===== src/rtl/fifo_mc_pkg.sv =====
// Shared defaults and pointer arithmetic for the multi-channel FIFO.
package fifo_mc_pkg;

  localparam int DEF_DATA_WIDTH   = 8;
  localparam int DEF_PTR_WIDTH    = 4;
  localparam int DEF_NUM_CH       = 4;
  localparam int DEF_AFULL_THRESH = 12;

  // Occupancy from wrap-bit pointers: difference modulo 2**(ptr_width+1).
  function automatic int unsigned ptr_count(input int unsigned wptr,
                                            input int unsigned rptr,
                                            input int unsigned ptr_width);
    return (wptr - rptr) & ((32'd1 << (ptr_width + 1)) - 32'd1);
  endfunction

endpackage


===== src/rtl/fifo_mem_mc_if.sv =====
// Request/response bundle of the multi-channel FIFO; master drives requests, slave returns flags and data.
interface fifo_mem_mc_if
  import fifo_mc_pkg::*;
#(
  parameter int DATA_WIDTH = DEF_DATA_WIDTH,
  parameter int PTR_WIDTH  = DEF_PTR_WIDTH,
  parameter int NUM_CH     = DEF_NUM_CH
);
  localparam int CH_WIDTH = $clog2(NUM_CH);

  logic                            w_en;
  logic [CH_WIDTH-1:0]             w_ch;
  logic [DATA_WIDTH-1:0]           data_in;
  logic                            r_en;
  logic [CH_WIDTH-1:0]             r_ch;
  logic [NUM_CH-1:0]               flush;
  logic [DATA_WIDTH-1:0]           data_out;
  logic                            r_valid;
  logic [NUM_CH-1:0]               full;
  logic [NUM_CH-1:0]               empty;
  logic [NUM_CH-1:0]               almost_full;
  logic [NUM_CH*(PTR_WIDTH+1)-1:0] count;
  logic [NUM_CH-1:0]               overflow;
  logic [NUM_CH-1:0]               underflow;

  modport master (
    output w_en, w_ch, data_in, r_en, r_ch, flush,
    input  data_out, r_valid, full, empty, almost_full, count, overflow, underflow
  );

  modport slave (
    input  w_en, w_ch, data_in, r_en, r_ch, flush,
    output data_out, r_valid, full, empty, almost_full, count, overflow, underflow
  );

endinterface


===== src/rtl/fifo_ch_ctrl.sv =====
// Pointer/flag controller for one FIFO channel.
// Latency: pointers and flags update on the clock after an accepted request.
// Backpressure: writes refused while full, reads refused while empty; clr beats both.
module fifo_ch_ctrl
  import fifo_mc_pkg::*;
#(
  parameter int PTR_WIDTH    = DEF_PTR_WIDTH,
  parameter int AFULL_THRESH = DEF_AFULL_THRESH
) (
  input  logic                 clk,
  input  logic                 rst,
  input  logic                 wr,
  input  logic                 rd,
  input  logic                 clr,
  output logic                 w_acc,
  output logic                 r_acc,
  output logic [PTR_WIDTH-1:0] waddr,
  output logic [PTR_WIDTH-1:0] raddr,
  output logic                 full,
  output logic                 empty,
  output logic                 almost_full,
  output logic [PTR_WIDTH:0]   count,
  output logic                 overflow,
  output logic                 underflow
);
  localparam int CW = PTR_WIDTH + 1;

  logic [PTR_WIDTH:0] wptr, rptr;

  assign empty       = (wptr == rptr);
  assign full        = (wptr[PTR_WIDTH] != rptr[PTR_WIDTH]) &&
                       (wptr[PTR_WIDTH-1:0] == rptr[PTR_WIDTH-1:0]);
  assign count       = CW'(ptr_count(32'(wptr), 32'(rptr), PTR_WIDTH));
  assign almost_full = (count >= CW'(AFULL_THRESH));
  assign waddr       = wptr[PTR_WIDTH-1:0];
  assign raddr       = rptr[PTR_WIDTH-1:0];

  // Acceptance is judged on the registered pointers, so a full channel still takes a read.
  assign w_acc = wr && !full  && !clr;
  assign r_acc = rd && !empty && !clr;

  always_ff @(posedge clk) begin
    if (rst) begin
      wptr      <= '0;
      rptr      <= '0;
      overflow  <= 1'b0;
      underflow <= 1'b0;
    end else if (clr) begin
      wptr      <= '0;
      rptr      <= '0;
      overflow  <= 1'b0;
      underflow <= 1'b0;
    end else begin
      if (w_acc) wptr <= wptr + 1'b1;
      if (r_acc) rptr <= rptr + 1'b1;
      if (wr && full)  overflow  <= 1'b1;
      if (rd && empty) underflow <= 1'b1;
    end
  end

endmodule


===== src/rtl/fifo_mem_mc.sv =====
// NUM_CH circular queues sharing one RAM, with per-channel flags, counts and sticky errors.
// Latency: read data and r_valid registered, one cycle after an accepted read; no write-to-read bypass.
// Backpressure: none upstream; full/empty/almost_full are exported and refused requests set sticky flags.
module fifo_mem_mc
  import fifo_mc_pkg::*;
#(
  parameter int DATA_WIDTH   = DEF_DATA_WIDTH,
  parameter int PTR_WIDTH    = DEF_PTR_WIDTH,
  parameter int NUM_CH       = DEF_NUM_CH,
  parameter int AFULL_THRESH = DEF_AFULL_THRESH
) (
  input  logic          clk,
  input  logic          rst,
  fifo_mem_mc_if.slave  bus
);
  localparam int DEPTH    = 2 ** PTR_WIDTH;
  localparam int CH_WIDTH = $clog2(NUM_CH);

  logic [NUM_CH-1:0]     wr, rd, w_acc, r_acc;
  logic [NUM_CH-1:0]     full_v, empty_v, afull_v, ovf_v, udf_v;
  logic [PTR_WIDTH-1:0]  waddr [NUM_CH];
  logic [PTR_WIDTH-1:0]  raddr [NUM_CH];
  logic [PTR_WIDTH:0]    ch_count [NUM_CH];
  logic [PTR_WIDTH-1:0]  wsel, rsel;
  logic [DATA_WIDTH-1:0] mem [(2**CH_WIDTH)*DEPTH];
  logic [DATA_WIDTH-1:0] dout_q;
  logic                  rvalid_q;

  // Channel decode only matches real channels, so out-of-range selects touch nothing.
  for (genvar c = 0; c < NUM_CH; c++) begin : g_ch
    assign wr[c] = bus.w_en && (bus.w_ch == CH_WIDTH'(c));
    assign rd[c] = bus.r_en && (bus.r_ch == CH_WIDTH'(c));

    fifo_ch_ctrl #(
      .PTR_WIDTH    (PTR_WIDTH),
      .AFULL_THRESH (AFULL_THRESH)
    ) u_ctrl (
      .clk         (clk),
      .rst         (rst),
      .wr          (wr[c]),
      .rd          (rd[c]),
      .clr         (bus.flush[c]),
      .w_acc       (w_acc[c]),
      .r_acc       (r_acc[c]),
      .waddr       (waddr[c]),
      .raddr       (raddr[c]),
      .full        (full_v[c]),
      .empty       (empty_v[c]),
      .almost_full (afull_v[c]),
      .count       (ch_count[c]),
      .overflow    (ovf_v[c]),
      .underflow   (udf_v[c])
    );

    assign bus.count[c*(PTR_WIDTH+1) +: PTR_WIDTH+1] = ch_count[c];
  end

  always_comb begin
    wsel = '0;
    rsel = '0;
    for (int c = 0; c < NUM_CH; c++) begin
      if (wr[c]) wsel = waddr[c];
      if (rd[c]) rsel = raddr[c];
    end
  end

  always_ff @(posedge clk) begin
    if (!rst && (|w_acc)) mem[{bus.w_ch, wsel}] <= bus.data_in;
  end

  always_ff @(posedge clk) begin
    if (rst) begin
      dout_q   <= '0;
      rvalid_q <= 1'b0;
    end else begin
      rvalid_q <= |r_acc;
      if (|r_acc) dout_q <= mem[{bus.r_ch, rsel}];
    end
  end

  assign bus.data_out    = dout_q;
  assign bus.r_valid     = rvalid_q;
  assign bus.full        = full_v;
  assign bus.empty       = empty_v;
  assign bus.almost_full = afull_v;
  assign bus.overflow    = ovf_v;
  assign bus.underflow   = udf_v;

endmodule

===== src/flat_wrapper.sv =====
// flat-port wrapper written by rule: the top's interface ports become plain ports
module fifo_mem_mc_flat import fifo_mc_pkg::*;
#(
  parameter int DATA_WIDTH   = DEF_DATA_WIDTH,
  parameter int PTR_WIDTH    = DEF_PTR_WIDTH,
  parameter int NUM_CH       = DEF_NUM_CH,
  parameter int AFULL_THRESH = DEF_AFULL_THRESH
)
  (clk, rst, bus_w_en, bus_w_ch, bus_data_in, bus_r_en, bus_r_ch, bus_flush, bus_data_out, bus_r_valid, bus_full, bus_empty, bus_almost_full, bus_count, bus_overflow, bus_underflow);
  fifo_mem_mc_if #(.DATA_WIDTH(DATA_WIDTH), .PTR_WIDTH(PTR_WIDTH), .NUM_CH(NUM_CH)) bus_i ();
  input  logic clk;
  input  logic rst;
  input wire logic [$bits(bus_i.w_en)-1:0] bus_w_en;
  input wire logic [$bits(bus_i.w_ch)-1:0] bus_w_ch;
  input wire logic [$bits(bus_i.data_in)-1:0] bus_data_in;
  input wire logic [$bits(bus_i.r_en)-1:0] bus_r_en;
  input wire logic [$bits(bus_i.r_ch)-1:0] bus_r_ch;
  input wire logic [$bits(bus_i.flush)-1:0] bus_flush;
  output wire logic [$bits(bus_i.data_out)-1:0] bus_data_out;
  output wire logic [$bits(bus_i.r_valid)-1:0] bus_r_valid;
  output wire logic [$bits(bus_i.full)-1:0] bus_full;
  output wire logic [$bits(bus_i.empty)-1:0] bus_empty;
  output wire logic [$bits(bus_i.almost_full)-1:0] bus_almost_full;
  output wire logic [$bits(bus_i.count)-1:0] bus_count;
  output wire logic [$bits(bus_i.overflow)-1:0] bus_overflow;
  output wire logic [$bits(bus_i.underflow)-1:0] bus_underflow;
  assign bus_i.w_en = bus_w_en;
  assign bus_i.w_ch = bus_w_ch;
  assign bus_i.data_in = bus_data_in;
  assign bus_i.r_en = bus_r_en;
  assign bus_i.r_ch = bus_r_ch;
  assign bus_i.flush = bus_flush;
  assign bus_data_out = bus_i.data_out;
  assign bus_r_valid = bus_i.r_valid;
  assign bus_full = bus_i.full;
  assign bus_empty = bus_i.empty;
  assign bus_almost_full = bus_i.almost_full;
  assign bus_count = bus_i.count;
  assign bus_overflow = bus_i.overflow;
  assign bus_underflow = bus_i.underflow;
  fifo_mem_mc #(.DATA_WIDTH(DATA_WIDTH), .PTR_WIDTH(PTR_WIDTH), .NUM_CH(NUM_CH), .AFULL_THRESH(AFULL_THRESH)) u_core (.clk(clk), .rst(rst), .bus(bus_i));
endmodule

===== config.mk =====
export PLATFORM = sky130hd
export DESIGN_NAME = fifo_mem_mc_flat
export DESIGN_NICKNAME = d
export VERILOG_FILES = /design/src/rtl/fifo_mc_pkg.sv /design/src/rtl/fifo_mem_mc_if.sv /design/src/rtl/fifo_ch_ctrl.sv /design/src/rtl/fifo_mem_mc.sv /design/src/flat_wrapper.sv
export SDC_FILE = /design/constraint.sdc
export NUM_CORES = 1
export LEC_CHECK = 0
export BUFFER_PORTS_ARGS = -buffer_cell sky130_fd_sc_hd__buf_4
export CAP_MARGIN = 15
export CORE_MARGIN = 4
export CORE_UTILIZATION = 60
export CTS_CLUSTER_DIAMETER = 100
export DETAILED_ROUTE_END_ITERATION = 8
export PLACE_DENSITY = 0.77
export REMOVE_ABC_BUFFERS = 1
export SETUP_SLACK_MARGIN = 0.05
export SLEW_MARGIN = 20
export SYNTH_ARGS = -nofsm -noshare
export SYNTH_HDL_FRONTEND = slang
export SYNTH_HIERARCHICAL = 1
export SYNTH_SLANG_ARGS = --single-unit
export TNS_END_PERCENT = 30

===== constraint.sdc =====
create_clock -name clk -period 3.8 [get_ports clk]
set_input_delay 0.19 -clock clk [delete_from_list [all_inputs] [get_ports clk]]
set_output_delay 0.19 -clock clk [all_outputs]
set_load 0.01 [all_outputs]

---- After elaboration in Yosys (flattened, before gate mapping) ----
Memory sizes are Yosys's and may differ from the RTL's. A register that Yosys moved wholly into a read port is not among the register bits.
Cells that the tools add are included.
storage, ports and cells
  output and inout port bits .............. 49
  memories ................................ 1
  bits in writable memories ............... 512
  bits in registers ....................... 49
  input bits .............................. 20
memories
  memory      depth  bits a word  read ports  clocked after Yosys merged registers in  write ports  RTL line           source
  u_core.mem  64     8            1           1                                        1            fifo_mem_mc.sv:25  logic [DATA_WIDTH-1:0] mem [(2**CH_WIDTH)*DEPTH];
operators by class
  mux-type cells .......................... 10
  reductions and logical operators ........ 58
  order comparisons ....................... 4
  equality and inequality tests ........... 18
  add/subtract/negate cells ............... 12
operator list
  operator               count
  $add A5 B1 Y5 const B  8
  $logic_and A1 B1 Y1    37
  $mux W4                8
  $eq A5 B5 Y1           4
  $ge A5 B4 Y1 const B   4
  $sub A5 B5 Y5          4
  $eq A4 B4 Y1           4
  $logic_not A1 Y1       13
  $eq A2 B2 Y1 const B   4
  $reduce_or A2 Y1       4
  $reduce_or A4 Y1       2
  $eq A2 B1 Y1 const B   2
  $logic_not A2 Y1       2
  $ne A1 B1 Y1           4
  $mux W1                2

---- Depth between registers and ports, before layout ----
  word-level depth ........................ 9
  mapped depth ............................ 12
  depth with buffers taken out ............ 9

---- Modules after synthesis ----
Netlist, hierarchy kept.
by module, submodules not included
  module                                    cells an instance  seq. area each (um^2)  times used  area an instance (um^2)
  fifo_mem_mc                               1423               15554.9                1           21104.0
  fifo_ch_ctrl (u_core.g_ch[0].u_ctrl ...)  105                240.2                  3           899.6
  fifo_ch_ctrl (u_core.g_ch[3].u_ctrl)      106                240.2                  1           913.4

---- Worst setup path after synthesis ----
No wires, ideal clock.
  kind .................................... flip-flop to flip-flop
  from .................................... register u_core.g_ch[1].u_ctrl.rptr[2]
  to ...................................... memory u_core/mem[49][0] in the netlist's numbering, enable pin
  arrival time ............................ 2541 ps
  stages on the path, launching flop included .. 11
  slack ................................... 889 ps
  data required time ...................... 3430 ps
  path through ............................ dfxtp_1 -> inv_1 -> ha_1 -> and4_1 -> buf_6 -> a21boi_2 -> nor2b_1 -> nor4_1 -> nor3b_1 -> nand3_1 -> nor2_1
between the ends
  longest elaborated chain between the ends .. 9
RTL lines
  what                              RTL line            source
  from (decl)                       fifo_ch_ctrl.sv:28  logic [PTR_WIDTH:0] wptr, rptr;
  from (signal assigned)            fifo_ch_ctrl.sv:55  if (r_acc) rptr <= rptr + 1'b1;
  $eq A4 B4 Y1                      fifo_ch_ctrl.sv:32  (wptr[PTR_WIDTH-1:0] == rptr[PTR_WIDTH-1:0]);
  $logic_and A1 B1 Y1               fifo_ch_ctrl.sv:31  assign full = (wptr[PTR_WIDTH] != rptr[PTR_WIDTH]) &&
  $logic_not A1 Y1                  fifo_ch_ctrl.sv:39  assign w_acc = wr && !full && !clr;
  $logic_and A1 B1 Y1 (2 in a row)  fifo_ch_ctrl.sv:39
  named net u_core.w_acc[1]         fifo_mem_mc.sv:19   logic [NUM_CH-1:0] wr, rd, w_acc, r_acc;
  $reduce_or A4 Y1                  fifo_mem_mc.sv:68   if (!rst && (|w_acc)) mem[{bus.w_ch, wsel}] <= bus.data_in;
  $logic_and A1 B1 Y1               fifo_mem_mc.sv:68
  $mux W1                           fifo_mem_mc.sv:68
  $mux W1 (not written as such)     fifo_mem_mc.sv:68
  to (decl)                         fifo_mem_mc.sv:25
The timed path passes the listed nets, and every way through them passes these cells.

---- Worst setup path after layout ----
  from .................................... register u_core.g_ch[2].u_ctrl.rptr[2]
  to ...................................... memory u_core/mem[55][4] in the netlist's numbering, enable pin
between the ends
  longest elaborated chain between the ends .. 9
RTL lines
  what                              RTL line
  from (decl)                       fifo_ch_ctrl.sv:28
  from (signal assigned)            fifo_ch_ctrl.sv:55
  $eq A4 B4 Y1                      fifo_ch_ctrl.sv:32
  $logic_and A1 B1 Y1               fifo_ch_ctrl.sv:31
  $logic_not A1 Y1                  fifo_ch_ctrl.sv:39
  $logic_and A1 B1 Y1 (2 in a row)  fifo_ch_ctrl.sv:39
  named net u_core.w_acc[2]         fifo_mem_mc.sv:19
  $reduce_or A4 Y1                  fifo_mem_mc.sv:68
  $logic_and A1 B1 Y1               fifo_mem_mc.sv:68
  $mux W1                           fifo_mem_mc.sv:68
  $mux W1 (not written as such)     fifo_mem_mc.sv:68
The timed path passes the listed nets, and every way through them passes these cells.

==> impl_results.rst <==
.. list-table::
   :header-rows: 1

   * - Metric
     - Value
   * - Aggregate global-route resource usage
     - between 30% and 40%
   * - Number of pins with negative max-slew slack in the final report
     - 0
   * - Detail Route Antenna Nets
     - 0
   * - Largest fanout of any net on the critical path
     - 8
   * - TritonCTS clock tree
     - yes
   * - Violated checks
     - setup timing
   * - Maximum number of pins on one net before global-route repair
     - 65
   * - Mean number of vias per cell
     - between 6 and 7
   * - Worst reg-to-reg setup slack
     - -0.02 ns
   * - Highest attainable clock frequency
     - between 200 and 300 MHz
   * - Fill count
     - approximately 2700
   * - Endpoint class of the critical path
     - flip-flop
   * - Max Cap Viol
     - 0
   * - Total iterations of the first detailed-routing run
     - 6
   * - Classification of the worst setup path
     - flip-flop to flip-flop
   * - Final routed DRC violation total
     - 0
   * - Critical path required time
     - between 4 and 5 ns
   * - Antenna violations before repair
     - 1
   * - Proportion of synthesized flip-flops having asynchronous set or reset
     - 0%
   * - Residual overflow from global routing
     - 0
   * - Starting utilization of the core area
     - roughly three fifths
   * - Minimum clock period after layout
     - about 3.8 ns
   * - Leakage
     - about 9.5 nW
   * - Worst hold path class
     - input port to flip-flop
   * - Clock net sink count
     - approximately 570
   * - Root Driver
     - sky130_fd_sc_hd__clkbuf_16
   * - Fraction of the yosys area taken by sequential cells
     - roughly 67%
   * - Number of endpoints failing setup at the final stage
     - 8
   * - Predominant post-synthesis flop cell
     - sky130_fd_sc_hd__edfxtp_1
   * - Number of flops mapped to enable cells by yosys
     - 512
   * - Cell area power density
     - 450 nW/um2
   * - Vias after detailed routing
     - ~17000
   * - Vias in the first global route
     - around 17000
   * - Post-CTS clock slew at the launch and capture registers of the worst setup and hold paths
     - approximately 0.070 ns
   * - Die Ht
     - between 200 and 250 um
   * - Final hold violation count
     - 0
   * - Dpl ws
     - between 0.02 and 0.025 ns
   * - Mapped Cells
     - around 1800
   * - Clock Path Buffers
     - 3
   * - Iteration-0 DRC count of the detailed router
     - around 2800
   * - I/O Pins
     - 69
   * - Synthesized area per cell
     - 13.4 um2
   * - Post-route clock period utilization
     - 100%
   * - Die width
     - 211 um
   * - Share of cells above drive strength 1
     - 17.1%
   * - Total Routed Length
     - 71400 um
   * - Final setup slack of the worst path
     - -0.0155 ns
   * - Die area
     - 44500 um2
   * - Number of cell rows
     - 74
   * - Total Nets Final
     - 2004
   * - Global placer's final weighted congestion
     - ~0.94
   * - Mean routed wirelength per cell
     - around 28 um
   * - Top cell type by total area after synthesis
     - sky130_fd_sc_hd__edfxtp_1
   * - HPWL after detailed placement
     - roughly 46000 um
   * - Setup clock skew after layout
     - 0.0159 ns
   * - Post-layout total power
     - about 13 mW
   * - Top cells by area in the synthesized netlist
     - sky130_fd_sc_hd__edfxtp_1, sky130_fd_sc_hd__mux2i_1, sky130_fd_sc_hd__nand2_1, sky130_fd_sc_hd__dfxtp_1, sky130_fd_sc_hd__nor2_1
   * - Commonest cells post-synth
     - sky130_fd_sc_hd__edfxtp_1, sky130_fd_sc_hd__nand2_1, sky130_fd_sc_hd__mux2i_1
   * - Clock latency reported for the late side of the worst-skew pair
     - just over 0.6 ns
   * - Area delta synth->final
     - 13.6%
   * - Number of register bits inferred by synthesis
     - roughly 570
   * - Yosys Warn Count
     - 6
   * - Top cell type's share of synthesized area
     - between 60% and 70%
   * - Depth of the CTS H-tree
     - 2
   * - CORE AREA
     - slightly above 40000 um2
   * - Worst Setup Start Kind
     - flip-flop
   * - Leading cell type by number of instances after synthesis
     - sky130_fd_sc_hd__edfxtp_1
   * - Buffers on Ports
     - a little under 70
   * - Distinct cells, synth
     - 69
   * - Number of buffers created by CTS
     - 54
   * - Actual transition at the worst max-transition pin
     - around 1.1 ns
   * - Critical path data arrival time
     - 4.06 ns
   * - Wire length of the first global-routing pass
     - between 100000 and 150000 um
   * - RSZ-0062 raised after global routing
     - true
   * - Worst relative slew slack
     - roughly 27%
   * - VDD IR-drop max
     - roughly 360 uV
   * - Cell area after technology mapping
     - between 20000 and 25000 um2
   * - Run status
     - finished, violations left
## where the power goes
part	leakage, nW	internal [mW]	switching [mW]
Clock	0.861	3.12	2.34
Sequential	5.06	6.82	0.00708
Combinational	3.61	0.0823	0.258
## repair_timing
action,4_1_cts,5_1_grt
hold buffers,4,0
pin swaps,0,1
buffers inserted,0,3
gates resized for setup,0,47
endpoints found under the setup margin,64,256
endpoints found under the hold margin,28,0
## sequential cells by signal, summed over array words and instances (netlist names)
signal and count:
u_core/bus.data_out 8, u_core/bus.r_valid 1, u_core/g_ch.u_ctrl/overflow 4, u_core/g_ch.u_ctrl/rptr 20, u_core/g_ch.u_ctrl/underflow 4, u_core/g_ch.u_ctrl/wptr 20, u_core/mem 512
## cell families after synthesis
kind of cell,share of synthesized area [%]
compound gates,7.97
xor+xnor,0.688
fa+ha+maj,1.54
buf+inv,3.44
flops,66.8
mux,8.07
simple gates,11.5
## final timing paths
check | cells after the start | from | end
worst min register to register | 2 | u_core/g_ch[1].u_ctrl/rptr[2]$_SDFFE_PP0P_ | u_core/g_ch[1].u_ctrl/rptr[2]$_SDFFE_PP0P_
worst max register to register | 10 | u_core/g_ch[2].u_ctrl/rptr[2]$_SDFFE_PP0P_ | u_core/mem[55][4]$_DFFE_PP_
worst min-delay path | 2 | rst | u_core/bus.r_valid$_SDFF_PP0_
worst max-delay path | 10 | u_core/g_ch[2].u_ctrl/rptr[2]$_SDFFE_PP0P_ | u_core/mem[55][4]$_DFFE_PP_
## cells in the final DEF, fill, tap and decap left out, types with 24 or more instances in the layout
master	count
sky130_fd_sc_hd__edfxtp_1	512
sky130_fd_sc_hd__nand2_1	331
sky130_fd_sc_hd__buf_4	169
sky130_fd_sc_hd__mux2i_1	155
sky130_fd_sc_hd__nor2_1	80
sky130_fd_sc_hd__nand3_1	69
sky130_fd_sc_hd__dfxtp_1	57
sky130_fd_sc_hd__clkbuf_16	55
sky130_fd_sc_hd__inv_1	43
sky130_fd_sc_hd__a31oi_1	41
sky130_fd_sc_hd__a21oi_1	37
sky130_fd_sc_hd__a32oi_1	34
sky130_fd_sc_hd__nand4_1	32
sky130_fd_sc_hd__ha_1	24
## metal layers
metal | up-vias | routed length [um] | global-route usage, % | part of all wire, %
met2 | 1315 | 32100 | 48.5 | 45
met3 | 288 | 10000 | 8.91 | 14
met1 | 8285 | 25400 | 43.4 | 36
met4 | 0 | 3970 | 14.3 | 5.6
li1 | 7213 | - | - | -
met5 | - | 0 | 0 | 0
## per-stage QoR
stage | util [%] | hold WS (ns) | instances | TNS, ns | instance area, um2
after floorplan | - | 0.262 | 1722 | -30.86 | 24000
after global placement | 64.0 | 0.448 | 2425 | 0 | 26100
after detailed placement | 64.0 | 0.463 | 2425 | 0 | 26100
after CTS | 68.4 | 0.0456 | 2529 | -0.0377 | 27900
after global routing | 68.9 | 0.0745 | 2532 | -9.75 | 28100
final | 68.9 | 0.0650 | 2533 | -0.120 | 28100
## final cells by class
| class | instances | area, um2 | area share [%] |
|---|---|---|---|
| Sequential cell | 569 | 16500 | 58.8 |
| Multi-Input combinational cell | 1110 | 7540 | 26.9 |
| Timing Repair Buffer | 178 | 1410 | 5.02 |
| Clock buffer | 62 | 1400 | 5.00 |
| Tap cell | 532 | 666 | 2.37 |
| Clock inverter | 38 | 375 | 1.34 |
| Inverter | 43 | 161 | 0.575 |
| Antenna cell | 1 | 2.50 | 0.00891 |
## critical path: stages, from the launching register on
cell                       delay, ns
sky130_fd_sc_hd__dfxtp_1        0.44
sky130_fd_sc_hd__inv_1          0.13
sky130_fd_sc_hd__ha_1           0.38
sky130_fd_sc_hd__and4_1         0.25
sky130_fd_sc_hd__a21boi_2       0.22
sky130_fd_sc_hd__nor2b_1        0.23
sky130_fd_sc_hd__nor4_1         0.13
sky130_fd_sc_hd__nor3b_1        0.44
sky130_fd_sc_hd__buf_4          0.25
sky130_fd_sc_hd__nand3_1        0.44
sky130_fd_sc_hd__nor2_2         0.55
Note: power is estimated with default switching activity, not from simulation.
